**config.mk**
```make
export PLATFORM = sky130hd
export DESIGN_NAME = morse_keyer
export DESIGN_NICKNAME = d
export VERILOG_FILES = /design/src/rtl/morse_keyer.sv
export SDC_FILE = /design/constraint.sdc
export NUM_CORES = 1
export LEC_CHECK = 0
export CELL_PAD_IN_SITES_DETAIL_PLACEMENT = 1
export CELL_PAD_IN_SITES_GLOBAL_PLACEMENT = 2
export CORE_MARGIN = 2
export CORE_UTILIZATION = 38
export DETAILED_ROUTE_END_ITERATION = 10
export PLACE_DENSITY = 0.95
export SETUP_SLACK_MARGIN = 0.4
export SLEW_MARGIN = 20
export SYNTH_ARGS = -nofsm -noshare
export SYNTH_HDL_FRONTEND = slang
export SYNTH_SLANG_ARGS = --single-unit
```
**constraint.sdc**
```tcl
create_clock -name i_Clk -period 5.4 [get_ports i_Clk]
set_input_delay 1.08 -clock i_Clk [delete_from_list [all_inputs] [get_ports i_Clk]]
set_output_delay 1.08 -clock i_Clk [all_outputs]
set_load 0.05 [all_outputs]
```
**src/rtl/morse_keyer.sv**
```systemverilog
// Morse keyer: accepts one ASCII character per valid/ready handshake and keys
// its ITU Morse code on a single output with unit-based dot, dash and gap timing.
module morse_keyer #(
    parameter int unsigned CLKS_PER_UNIT    = 2_500_000,
    parameter int unsigned DASH_UNITS       = 3,
    parameter int unsigned LETTER_GAP_UNITS = 3,
    parameter int unsigned WORD_GAP_UNITS   = 7
) (
    input  logic       i_Clk,
    input  logic       i_Rst_L,
    input  logic [7:0] i_Char,
    input  logic       i_Char_Valid,
    output logic       o_Char_Ready,
    input  logic       i_Abort,
    output logic       o_Key,
    output logic       o_Invalid
);
    localparam int unsigned DOT_CLKS    = CLKS_PER_UNIT;
    localparam int unsigned DASH_CLKS   = DASH_UNITS * CLKS_PER_UNIT;
    localparam int unsigned LETTER_CLKS = LETTER_GAP_UNITS * CLKS_PER_UNIT;
    localparam int unsigned WORD_CLKS   = (WORD_GAP_UNITS - LETTER_GAP_UNITS) * CLKS_PER_UNIT;
    localparam int unsigned MAX_A       = (DASH_CLKS > LETTER_CLKS) ? DASH_CLKS : LETTER_CLKS;
    localparam int unsigned MAX_CLKS    = (MAX_A > WORD_CLKS) ? MAX_A : WORD_CLKS;
    localparam int unsigned CNT_W       = $clog2(MAX_CLKS) + 1;

    typedef enum logic [2:0] {
        IDLE,
        MARK,
        ELEM_GAP,
        LETTER_GAP,
        WORD_GAP
    } state_t;

    state_t           state, state_d;
    logic [CNT_W-1:0] cnt, cnt_d;
    logic [4:0]       pattern, pattern_d;
    logic [2:0]       len, len_d;
    logic [2:0]       idx, idx_d;
    logic             key_d, invalid_d;
    logic [7:0]       ch_fold;
    logic [4:0]       lut_pat;
    logic [2:0]       lut_len;

    // Pattern is left-aligned (first element at bit 4), 1 = dash; length 0 = unsupported.
    function automatic logic [7:0] morse_lut(input logic [7:0] ch);
        case (ch)
            "a": return {5'b01000, 3'd2};
            "b": return {5'b10000, 3'd4};
            "c": return {5'b10100, 3'd4};
            "d": return {5'b10000, 3'd3};
            "e": return {5'b00000, 3'd1};
            "f": return {5'b00100, 3'd4};
            "g": return {5'b11000, 3'd3};
            "h": return {5'b00000, 3'd4};
            "i": return {5'b00000, 3'd2};
            "j": return {5'b01110, 3'd4};
            "k": return {5'b10100, 3'd3};
            "l": return {5'b01000, 3'd4};
            "m": return {5'b11000, 3'd2};
            "n": return {5'b10000, 3'd2};
            "o": return {5'b11100, 3'd3};
            "p": return {5'b01100, 3'd4};
            "q": return {5'b11010, 3'd4};
            "r": return {5'b01000, 3'd3};
            "s": return {5'b00000, 3'd3};
            "t": return {5'b10000, 3'd1};
            "u": return {5'b00100, 3'd3};
            "v": return {5'b00010, 3'd4};
            "w": return {5'b01100, 3'd3};
            "x": return {5'b10010, 3'd4};
            "y": return {5'b10110, 3'd4};
            "z": return {5'b11000, 3'd4};
            "0": return {5'b11111, 3'd5};
            "1": return {5'b01111, 3'd5};
            "2": return {5'b00111, 3'd5};
            "3": return {5'b00011, 3'd5};
            "4": return {5'b00001, 3'd5};
            "5": return {5'b00000, 3'd5};
            "6": return {5'b10000, 3'd5};
            "7": return {5'b11000, 3'd5};
            "8": return {5'b11100, 3'd5};
            "9": return {5'b11110, 3'd5};
            default: return 8'h00;
        endcase
    endfunction

    // Case-fold upper-case letters before lookup.
    always_comb begin
        ch_fold = i_Char;
        if (i_Char >= 8'h41 && i_Char <= 8'h5A) begin
            ch_fold = i_Char | 8'h20;
        end
        {lut_pat, lut_len} = morse_lut(ch_fold);
    end

    assign o_Char_Ready = (state == IDLE);

    // Next-state and registered-output logic; key_d mirrors entry into MARK.
    always_comb begin
        state_d   = state;
        cnt_d     = (cnt != '0) ? cnt - CNT_W'(1) : cnt;
        pattern_d = pattern;
        len_d     = len;
        idx_d     = idx;
        key_d     = 1'b0;
        invalid_d = 1'b0;

        case (state)
            IDLE: begin
                if (i_Char_Valid) begin
                    if (i_Char == 8'h20) begin
                        state_d = WORD_GAP;
                        cnt_d   = CNT_W'(WORD_CLKS - 1);
                    end else if (lut_len != 3'd0) begin
                        state_d   = MARK;
                        pattern_d = lut_pat;
                        len_d     = lut_len;
                        idx_d     = 3'd0;
                        cnt_d     = lut_pat[4] ? CNT_W'(DASH_CLKS - 1) : CNT_W'(DOT_CLKS - 1);
                        key_d     = 1'b1;
                    end else begin
                        invalid_d = 1'b1;
                    end
                end
            end
            MARK: begin
                key_d = 1'b1;
                if (cnt == '0) begin
                    key_d = 1'b0;
                    if (idx + 3'd1 < len) begin
                        state_d = ELEM_GAP;
                        cnt_d   = CNT_W'(DOT_CLKS - 1);
                    end else begin
                        state_d = LETTER_GAP;
                        cnt_d   = CNT_W'(LETTER_CLKS - 1);
                    end
                end
            end
            ELEM_GAP: begin
                if (cnt == '0) begin
                    state_d   = MARK;
                    idx_d     = idx + 3'd1;
                    pattern_d = {pattern[3:0], 1'b0};
                    cnt_d     = pattern[3] ? CNT_W'(DASH_CLKS - 1) : CNT_W'(DOT_CLKS - 1);
                    key_d     = 1'b1;
                end
            end
            LETTER_GAP, WORD_GAP: begin
                if (cnt == '0) begin
                    state_d = IDLE;
                end
            end
            default: begin
                state_d = IDLE;
                cnt_d   = '0;
            end
        endcase

        // Abort drops the character immediately, without a letter gap.
        if (state != IDLE && i_Abort) begin
            state_d = IDLE;
            cnt_d   = '0;
            key_d   = 1'b0;
        end
    end

    always_ff @(posedge i_Clk) begin
        if (!i_Rst_L) begin
            state     <= IDLE;
            cnt       <= '0;
            pattern   <= '0;
            len       <= '0;
            idx       <= '0;
            o_Key     <= 1'b0;
            o_Invalid <= 1'b0;
        end else begin
            state     <= state_d;
            cnt       <= cnt_d;
            pattern   <= pattern_d;
            len       <= len_d;
            idx       <= idx_d;
            o_Key     <= key_d;
            o_Invalid <= invalid_d;
        end
    end
endmodule

```
==> flow_summary.json <==
{
  "nNetsFinal": 414,
  "synth_nets": 408,
  "rsz0062_at_grt": "no",
  "dieArea_um2": 8282,
  "cts_tree": "done",
  "ir_drop_uv": 131.2,
  "fin_crit_sh": 0.7423,
  "ios": 15,
  "r2r_start": "cnt[3]$_SDFF_PP0_",
  "slew_viol_final": 0,
  "ys.flop_type": "dfxtp_1",
  "seq_area_frac_synth": 0.2784,
  "synth.area.top_cells": "dfxtp_1, a21oi_1, nor2_1",
  "p_leak_nw": 1.156,
  "tightestPinTransition_ns": 0.9237,
  "timing.fmax_mhz": 249.5,
  "die_h_um": 91.01,
  "drive_gt1_frac": 0.05897,
  "tns_ns": 0,
  "min_path_type": "register to register",
  "powerDensity_nw_per_um2": 464.0,
  "gp_congestion": 0.8624,
  "worstSkewPairLatency_ns": 0.30,
  "via_per_inst": 5.726,
  "critical-path-max-stage-delay_ns": 0.79,
  "n_fill_cell": 938,
  "cts_root_buf": "clkbuf_8",
  "syn_avg_cell_area_um2": 7.491,
  "critical_path_required_ns": 5.63,
  "path_cells": "clkdlybuf4s50_1 > inv_1 > ha_1 > nor2b_1 > o21ai_0 > o311ai_1 > o31a_1 > o21ai_1 > a21oi_1 > or3_1 > nor2_1",
  "status": "finished, final reports clean",
  "wl_met3_um": 278,
  "antenna-diode-count": 0,
  "antenna_found_initial": 0,
  "post-cts-setup-buffers": 0,
  "r2r-end": "cnt[22]$_SDFF_PP0_",
  "synth_edf_count": 0,
  "start_kind": "input pin",
  "track_usage": 0.2102,
  "whs_ns": 0.4582,
  "grt-ovfl-total": 0,
  "top_layer": "met4",
  "drt_iter0_drc": 86,
  "die_w_um": 91.01,
  "crit_fanout": 14,
  "drv_cap": 0,
  "core.rowCount": 31,
  "synth_area_um2": 2877,
  "via_count": 2800,
  "dr_wl_met2_um": 4218,
  "cts_resized": 0,
  "arrival_ns": 4.24,
  "hpwl_um": 6359,
  "area_growth_pct": 9.830,
  "cts.hold.buffers_added": 0,
  "met1Wirelength_um": 3864,
  "avgRoutedWirePerCell_um": 17.33,
  "crit_end": "cnt[11]$_SDFF_PP0_",
  "hold_viol_final": 0,
  "grt_pass1_vias": 2937,
  "post-route-min-period_ns": 4.008,
  "drtAntennaViolNets": 0,
  "htreeDepth": 2,
  "cts_buffers": 5,
  "yosys.area.top_type": "dfxtp_1",
  "start_util": 0.3945,
  "synthTopCellsByCount": "nor2_1, dfxtp_1, a21oi_1",
  "endpoint_kind": "register",
  "slowest_stage": "clkdlybuf4s50_1",
  "clock_path_buffers": 2,
  "slew_headroom": 0.3823,
  "reg2reg_depth": 8,
  "ys_ff_latch": 40,
  "core_area_um2": 7292,
  "setup_viol": 0,
  "clk_pin_slew_ns": 0.08,
  "synth.distinct_cells": 60,
  "routed_wirelength_um": 8476,
  "synth_top_area_frac": 0.2784,
  "path_class": "input pin to register",
  "grt_pass1_wl_um": 14320,
  "dr.pass1.iters": 4,
  "synthCells": 384,
  "reg2reg_slack_ns": 2.14,
  "grt_max_degree": 32,
  "yosysWarnings": 0,
  "finClkSkew_ns": 0.01151,
  "cts_sinks": 40,
  "io_buffers": 14,
  "post-route-drc-count": 0,
  "yosysMostFrequentCell": "nor2_1",
  "startpoint": "i_Char[1]",
  "async_flop_share": 0
}
area by class of cell:
type / count / area, um2 / share of cell area
multi-input combinational: 312 / 1946 / 0.6158
sequential: 40 / 800.8 / 0.2535
timing repair buffer: 16 / 155.1 / 0.04911
tap: 99 / 123.9 / 0.03921
clock buffer: 6 / 72.57 / 0.02297
inverter: 15 / 56.30 / 0.01782
clock inverter: 1 / 5.005 / 0.001584
kinds of logic after synthesis:
kind of cell | after synthesis | synth area share
adder cells (fa/ha/maj) | 12 | 0.05220
AO/OA/AOI/OAI | 112 | 0.2388
multiplexers | 4 | 0.01435
buffers and inverters | 32 | 0.04524
XOR/XNOR | 20 | 0.06089
AND/OR/NAND/NOR | 164 | 0.3101
flip-flops | 40 | 0.2784
layout by cell type, fill, tap and decap left out, drive strengths merged, types with 5 or more instances in the layout:
master,count
a21oi,36
clkbuf,6
nor4,7
nand3,14
a31oi,5
a211oi,6
nor2b,15
dfxtp,40
ha,12
nor2,41
or3,7
nand2,28
nor3,17
nand2b,11
o21ai,32
xor2,10
inv,15
xnor2,10
clkdlybuf4s50,14
or4,5
critical path: cells and delay by family:
kind | cells | cell delay (ns)
AO/OA/AOI/OAI | 5 | 1.24
adder cells (fa/ha/maj) | 1 | 0.24
buffers and inverters | 2 | 0.95
AND/OR/NAND/NOR | 3 | 0.72
sequential cells by signal, summed over array words and instances, names as in the netlist:
signal / count
len: 3
o_Invalid: 1
cnt: 25
pattern: 4
o_Key: 1
idx: 3
state: 3
layer usage:
layer | up-vias | GRT usage
li1 | 1390 | -
met1 | 1354 | 0.2675
met2 | 45 | 0.3728
met3 | 11 | 0.02905
met4 | 0 | 0.05303
met5 | - | 0
power by group:
part | leakage, nW | switching [W] | total [W] | internal (W)
Clock | 0.0410 | 0.000110 | 0.000198 | 0.0000882
Sequential | 0.326 | 0.0000886 | 0.000468 | 0.000379
Combinational | 0.789 | 0.000476 | 0.000800 | 0.000324
per-stage QoR:
stage / instance area (um2) / utilization / worst slack, ns / total power [W] / instances
detailed placement: 3082 / 0.4226 / 1.088 / 0.001259 / 482
finish: 3159 / 0.4333 / 1.392 / 0.001466 / 489
floorplan: 2877 / - / 2.018 / 0.001076 / 384
global route: 3159 / 0.4333 / 1.039 / 0.001583 / 489
global placement: 3082 / 0.4226 / 1.222 / 0.001234 / 482
CTS: 3159 / 0.4333 / 1.374 / 0.001465 / 489
worst min path at each step:
stage                       startpoint                      end  cells after the start  slack, ns
2_1_floorplan  pattern[1]$_SDFFE_PN0P_  pattern[1]$_SDFFE_PN0P_                      2       0.43
3_3_place_gp   pattern[1]$_SDFFE_PN0P_  pattern[1]$_SDFFE_PN0P_                      2       0.45
3_5_place_dp   pattern[1]$_SDFFE_PN0P_  pattern[1]$_SDFFE_PN0P_                      2       0.45
4_1_cts        pattern[1]$_SDFFE_PN0P_  pattern[1]$_SDFFE_PN0P_                      2       0.46
5_1_grt        pattern[1]$_SDFFE_PN0P_  pattern[1]$_SDFFE_PN0P_                      2       0.48
6_report       pattern[1]$_SDFFE_PN0P_  pattern[1]$_SDFFE_PN0P_                      2       0.46
Power figures use the tool's default switching activity.
